## config.mk

```make
export PLATFORM = sky130hd
export DESIGN_NAME = frame_ctrl
export DESIGN_NICKNAME = d
export VERILOG_FILES = /design/src/rtl/frame_ctrl.sv
export SDC_FILE = /design/constraint.sdc
export NUM_CORES = 1
export LEC_CHECK = 0
export BUFFER_PORTS_ARGS = -buffer_cell sky130_fd_sc_hd__buf_2
export CORE_ASPECT_RATIO = 0.7
export CORE_MARGIN = 3
export CORE_UTILIZATION = 55
export CTS_BUF_LIST = sky130_fd_sc_hd__clkbuf_8
export DETAILED_ROUTE_END_ITERATION = 16
export PLACE_DENSITY = 0.9
export SLEW_MARGIN = 20
export SYNTH_ARGS = -nofsm -noshare
export SYNTH_HDL_FRONTEND = slang
export SYNTH_SLANG_ARGS = --single-unit
```

## constraint.sdc

```tcl
create_clock -name clk -period 2.7 [get_ports clk]
set_clock_uncertainty 0.05 [all_clocks]
set_input_delay 0.135 -clock clk [delete_from_list [all_inputs] [get_ports clk]]
set_output_delay 0.135 -clock clk [all_outputs]
set_load 0.01 [all_outputs]
```

## src/rtl/frame_ctrl.sv

```systemverilog
// Frame sequencer: pulls pixels from a ready/valid source, retimes them into a
// registered output stage with sof/eol/eof and row/col tags, and runs N frames or continuously.
module frame_ctrl #(
  parameter int unsigned WIDTH  = 8,
  parameter int unsigned HEIGHT = 8,
  parameter int unsigned VBLANK = 4,
  parameter int unsigned FCNT_W = 8
) (
  input  logic                      clk,
  input  logic                      rst_n,
  input  logic                      start,
  input  logic                      stop,
  input  logic [FCNT_W-1:0]         num_frames,
  input  logic [7:0]                src_pixel,
  input  logic                      src_valid,
  output logic                      src_ready,
  output logic [7:0]                pix_out,
  output logic                      pix_valid,
  input  logic                      sink_ready,
  output logic                      sof,
  output logic                      eol,
  output logic                      eof,
  output logic [$clog2(HEIGHT)-1:0] row,
  output logic [$clog2(WIDTH)-1:0]  col,
  output logic                      busy,
  output logic                      done,
  output logic [FCNT_W-1:0]         frames_done
);

  localparam int unsigned ROW_W = $clog2(HEIGHT);
  localparam int unsigned COL_W = $clog2(WIDTH);
  localparam int unsigned VB_W  = (VBLANK > 1) ? $clog2(VBLANK) : 1;

  typedef enum logic [2:0] {
    S_IDLE, S_RUN, S_VBLANK, S_FLUSH, S_DONE
  } state_e;

  state_e            state_q, state_d;
  logic [FCNT_W-1:0] nf_q, nf_d;
  logic [FCNT_W-1:0] frames_done_q, frames_done_d;
  logic              stop_pend_q, stop_pend_d;
  logic [ROW_W-1:0]  pos_row_q, pos_row_d;
  logic [COL_W-1:0]  pos_col_q, pos_col_d;
  logic [VB_W-1:0]   vb_cnt_q, vb_cnt_d;
  logic [7:0]        pix_out_q, pix_out_d;
  logic              pix_valid_q, pix_valid_d;
  logic              sof_q, sof_d, eol_q, eol_d, eof_q, eof_d;
  logic [ROW_W-1:0]  row_q, row_d;
  logic [COL_W-1:0]  col_q, col_d;
  logic              busy_q, busy_d;
  logic              done_q, done_d;

  logic              accept;
  logic              last_col, last_row;
  logic [FCNT_W-1:0] frames_inc;

  assign src_ready  = (state_q == S_RUN) & (!pix_valid_q | sink_ready);
  assign accept     = src_valid & src_ready;
  assign last_col   = (pos_col_q == COL_W'(WIDTH - 1));
  assign last_row   = (pos_row_q == ROW_W'(HEIGHT - 1));
  assign frames_inc = FCNT_W'(frames_done_q + 1'b1);

  // Next-state, position counter and output-stage logic
  always_comb begin
    state_d       = state_q;
    nf_d          = nf_q;
    frames_done_d = frames_done_q;
    stop_pend_d   = stop_pend_q;
    pos_row_d     = pos_row_q;
    pos_col_d     = pos_col_q;
    vb_cnt_d      = vb_cnt_q;
    pix_out_d     = pix_out_q;
    pix_valid_d   = pix_valid_q;
    sof_d         = sof_q;
    eol_d         = eol_q;
    eof_d         = eof_q;
    row_d         = row_q;
    col_d         = col_q;
    done_d        = 1'b0;

    // Output stage drains in every state; it only loads in RUN
    if (accept) begin
      pix_out_d   = src_pixel;
      pix_valid_d = 1'b1;
      sof_d       = (pos_row_q == '0) && (pos_col_q == '0);
      eol_d       = last_col;
      eof_d       = last_col && last_row;
      row_d       = pos_row_q;
      col_d       = pos_col_q;
    end else if (sink_ready) begin
      pix_valid_d = 1'b0;
    end

    case (state_q)
      S_IDLE: begin
        if (start) begin
          nf_d          = num_frames;
          frames_done_d = '0;
          stop_pend_d   = 1'b0;
          pos_row_d     = '0;
          pos_col_d     = '0;
          row_d         = '0;
          col_d         = '0;
          state_d       = S_RUN;
        end
      end
      S_RUN: begin
        if (stop) stop_pend_d = 1'b1;
        if (accept) begin
          pos_col_d = last_col ? '0 : COL_W'(pos_col_q + 1'b1);
          if (last_col) pos_row_d = last_row ? '0 : ROW_W'(pos_row_q + 1'b1);
          if (last_col && last_row) begin
            frames_done_d = frames_inc;
            if (stop_pend_q || stop || ((nf_q != '0) && (frames_inc == nf_q))) begin
              state_d = S_FLUSH;
            end else if (VBLANK > 0) begin
              vb_cnt_d = '0;
              state_d  = S_VBLANK;
            end
          end
        end
      end
      S_VBLANK: begin
        if (stop) stop_pend_d = 1'b1;
        vb_cnt_d = VB_W'(vb_cnt_q + 1'b1);
        if (vb_cnt_q == VB_W'(VBLANK - 1)) begin
          state_d = (stop_pend_q || stop) ? S_FLUSH : S_RUN;
        end
      end
      S_FLUSH: begin
        if (!pix_valid_q) begin
          done_d  = 1'b1;
          state_d = S_DONE;
        end
      end
      S_DONE: begin
        state_d = S_IDLE;
      end
      default: begin
        state_d = S_IDLE;
      end
    endcase

    busy_d = (state_d != S_IDLE);
  end

  always_ff @(posedge clk) begin
    if (!rst_n) begin
      state_q       <= S_IDLE;
      nf_q          <= '0;
      frames_done_q <= '0;
      stop_pend_q   <= 1'b0;
      pos_row_q     <= '0;
      pos_col_q     <= '0;
      vb_cnt_q      <= '0;
      pix_out_q     <= '0;
      pix_valid_q   <= 1'b0;
      sof_q         <= 1'b0;
      eol_q         <= 1'b0;
      eof_q         <= 1'b0;
      row_q         <= '0;
      col_q         <= '0;
      busy_q        <= 1'b0;
      done_q        <= 1'b0;
    end else begin
      state_q       <= state_d;
      nf_q          <= nf_d;
      frames_done_q <= frames_done_d;
      stop_pend_q   <= stop_pend_d;
      pos_row_q     <= pos_row_d;
      pos_col_q     <= pos_col_d;
      vb_cnt_q      <= vb_cnt_d;
      pix_out_q     <= pix_out_d;
      pix_valid_q   <= pix_valid_d;
      sof_q         <= sof_d;
      eol_q         <= eol_d;
      eof_q         <= eof_d;
      row_q         <= row_d;
      col_q         <= col_d;
      busy_q        <= busy_d;
      done_q        <= done_d;
    end
  end

  assign pix_out     = pix_out_q;
  assign pix_valid   = pix_valid_q;
  assign sof         = sof_q;
  assign eol         = eol_q;
  assign eof         = eof_q;
  assign row         = row_q;
  assign col         = col_q;
  assign busy        = busy_q;
  assign done        = done_q;
  assign frames_done = frames_done_q;

endmodule

```

==> results.py <==
metrics = {
    "worst_setup_path": {
        "rr_endpoint": "vb_cnt_q[0]$_SDFFE_PN0P_",
        "endpoint_kind": "flop",
        "critPathArrivalTime_ns": 2.59,
        "path_class": "flop to flop",
        "r2r_cells": 7,
        "reg2reg_from": "frames_done[0]$_SDFFE_PN0P_",
        "timing.reg2reg.setup_slack_ns": 0.30,
        "start_kind": "flop",
        "required_ns": 2.89,
        "path_max_fanout": 8,
    },
    "synth": {
        "synth_edf_count": 0,
        "netlist.area_leader.share_pct": 41.9,
        "post-synth-top-count-cell": "nand2_1",
        "synthTopCellsByArea": "dfxtp_1 (42%), nand2_1 (10%), a21boi_0 (8.8%), ha_1 (4.4%), xnor2_1 (3.8%)",
        "synth_top_area_cell": "dfxtp_1",
        "syn_nets": 303,
        "netlist-cell-type-count": 42,
        "synth_flop_cell": "dfxtp_1",
        "synthArstFlopShare_pct": 0,
        "synthTopCellsByCount": "nand2_1 (63), dfxtp_1 (48), a21boi_0 (27)",
        "ys_seq_elements": 48,
        "syn_inst": 273,
        "netlist_area_um2": 2290,
        "postSynthAreaPerCell_um2": 8.41,
        "yosysSeqAreaShare_pct": 41.9,
        "yosys_warnings": 0,
    },
    "clocking": {
        "htreeDepth": 2,
        "cts-resized-gates": 0,
        "cts_sinks": 48,
        "cts_tree": "yes",
        "cts_inserted_buffers": 5,
        "worstSkewPairLatency_ns": 0.30,
        "hold_buffers": 0,
        "cts_root_buffer": "clkbuf_8",
        "clockBufferDepth": 2,
        "path_clk_slew_ns": 0.09,
        "post-cts-setup-buffers": 0,
    },
    "floorplan": {
        "row_count": 18,
        "die_x_um": 83.2,
        "die_area_um2": 5000,
        "core_um2": 3760,
        "io_pins": 51,
        "initial_core_util_pct": 61.0,
        "die_y_um": 60.0,
    },
    "drt": {
        "wl_per_cell_um": 14.2,
        "remaining_drc_errors": 0,
        "dr.pass1.iters": 4,
        "vias": 2017,
        "drt-total-wl_mm": 5.26,
        "drt_iter0_drc": 263,
        "drt-vias-per-instance": 5.45,
        "drtAntennaViolNets": 0,
    },
    "power": {
        "p_total_mw": 1.32,
        "irDropWorstVdd_mv": 0.340,
        "power.density_nw_per_um2": 497,
        "p_leak_nw": 1.07,
    },
    "timing": {
        "rsz0062_at_grt": "false",
        "tightest_slew_ns": 0.666,
        "fin_crit_ns": 2.40,
        "relSlewSlack_pct": 55.5,
        "hold_viol": 0,
        "finalCritPeriodShare_pct": 89.1,
        "fmax_mhz": 416,
        "tns_ns": 0,
        "hold_slack_ns": 0.0199,
        "slew_violations": 0,
        "setup_violations": 0,
    },
    "final_layout": {
        "areaGrowthSynthToFinish_pct": 15.6,
        "fill_cells": 312,
        "drive_above_1_share_pct": 21.9,
        "nNetsFinal": 349,
        "antenna_cells": 0,
        "final_cells": 370,
    },
    "global_route": {
        "antenna_found_initial": 0,
        "grt.overflow.total": 0,
        "grt_pass1_wl_mm": 8.94,
        "grt_max_degree": 41,
        "grt_util_all_layers_pct": 22.5,
        "grt_pass1_vias": 1849,
    },
    "placed_design": {
        "dp_hpwl_mm": 3.89,
        "globalplace.congestion": 0.891,
        "placedCellCount": 362,
        "io_buffer_count": 50,
    },
    "run": {
        "maxCapViolations": 0,
    },
    "hold_path": {
        "hp-start": "src_pixel[3]",
        "holdPathEnd": "pix_out[3]$_SDFFE_PN0P_",
        "worst_hold_path_type": "input port to flop",
        "whs_path_depth": 3,
    },
    "run_status": {
        "status": "completed",
    },
}
-- state kept, by name (all words and copies together) (netlist names) --
| name | flops |
|---|---|
| row | 3 |
| frames_done | 8 |
| stop_pend_q | 1 |
| pix_valid | 1 |
| state_q | 3 |
| pos_col_q | 3 |
| done | 1 |
| eof | 1 |
| pix_out | 8 |
| col | 3 |
| pos_row_q | 3 |
| busy | 1 |
| sof | 1 |
| nf_q | 8 |
| vb_cnt_q | 2 |
| eol | 1 |
-- report_power, final --
| part | internal, mW | total, mW | switching (mW) |
|---|---|---|---|
| clock | 0.181 | 0.424 | 0.243 |
| combinational | 0.0643 | 0.149 | 0.0843 |
| sequential | 0.727 | 0.746 | 0.0191 |
-- cell families (layout without fill, tap and decap cells) --
group                      after synthesis  in the layout  synth area share [%]
buffers and inverters                   18             65                  3.60
xor gates and xnor gates                11             11                  4.20
DFF                                     48             48                  41.9
adders and majority gates                8              8                  4.36
AOI/OAI and AO/OA                       63             63                  19.3
and+or+nand+nor                        125            125                  26.7
-- placed cells by master, fill, tap and decap left out, types with 2 or more instances in the layout --
| cell type | instances |
|---|---|
| a21boi_0 | 27 |
| a21boi_1 | 2 |
| a21oi_1 | 14 |
| a31oi_1 | 3 |
| and2_1 | 3 |
| and3_1 | 2 |
| buf_2 | 50 |
| buf_4 | 2 |
| clkbuf_8 | 5 |
| clkinv_2 | 2 |
| dfxtp_1 | 48 |
| ha_1 | 8 |
| inv_1 | 5 |
| nand2_1 | 63 |
| nand2b_1 | 2 |
| nand3_1 | 9 |
| nand3b_1 | 2 |
| nand4_1 | 4 |
| nor2_1 | 15 |
| nor2b_1 | 4 |
| nor3_1 | 5 |
| nor4_1 | 3 |
| nor4b_1 | 2 |
| o21ai_0 | 8 |
| o221a_2 | 2 |
| o22ai_1 | 2 |
| or3_1 | 2 |
| xnor2_1 | 10 |
-- per-layer routing --
metal / global-route usage [%] / wire length (um) / vias up
met3: 5.65 / 471 / 10
met1: 33.8 / 2650 / 899
li1: - / - / 1033
met4: 6.53 / 71 / 0
met2: 31.7 / 2070 / 75
met5: 0 / 0 / -
-- cell type report --
type,instances,area (um2),area share [%]
tap,50,62.6,2.36
sequential,48,961,36.2
clock buffer,5,68.8,2.59
clock inverter,3,18.8,0.708
inverter,5,18.8,0.708
timing repair buffer,52,265,10.0
multi-input combinational,207,1260,47.4
-- worst max-delay path by stage --
stage / from / endpoint / cells after the start
floorplan: frames_done[0]$_SDFFE_PN0P_ / vb_cnt_q[0]$_SDFFE_PN0P_ / 7
finish: frames_done[0]$_SDFFE_PN0P_ / vb_cnt_q[0]$_SDFFE_PN0P_ / 7
global placement: frames_done[0]$_SDFFE_PN0P_ / vb_cnt_q[0]$_SDFFE_PN0P_ / 7
global route: frames_done[0]$_SDFFE_PN0P_ / vb_cnt_q[0]$_SDFFE_PN0P_ / 7
detailed placement: frames_done[0]$_SDFFE_PN0P_ / vb_cnt_q[0]$_SDFFE_PN0P_ / 7
CTS: frames_done[0]$_SDFFE_PN0P_ / vb_cnt_q[0]$_SDFFE_PN0P_ / 7
-- worst max-delay path, cell delays in order, from the launching register on --
cell,delay (ns)
dfxtp_1,0.46
ha_1,0.31
and3_2,0.25
xnor2_1,0.08
a2111oi_0,0.31
nor4b_1,0.53
o21ai_0,0.18
a31oi_1,0.17
-- through the flow --
step	setup slack (ns)	area [um2]	util [%]
2_1_floorplan	0.681	2290	-
3_3_place_gp	0.511	2560	68.2
3_5_place_dp	0.377	2560	68.2
4_1_cts	0.349	2650	70.5
5_1_grt	0.0174	2650	70.5
6_report	0.295	2650	70.5
(Power assumes the default switching activity.)
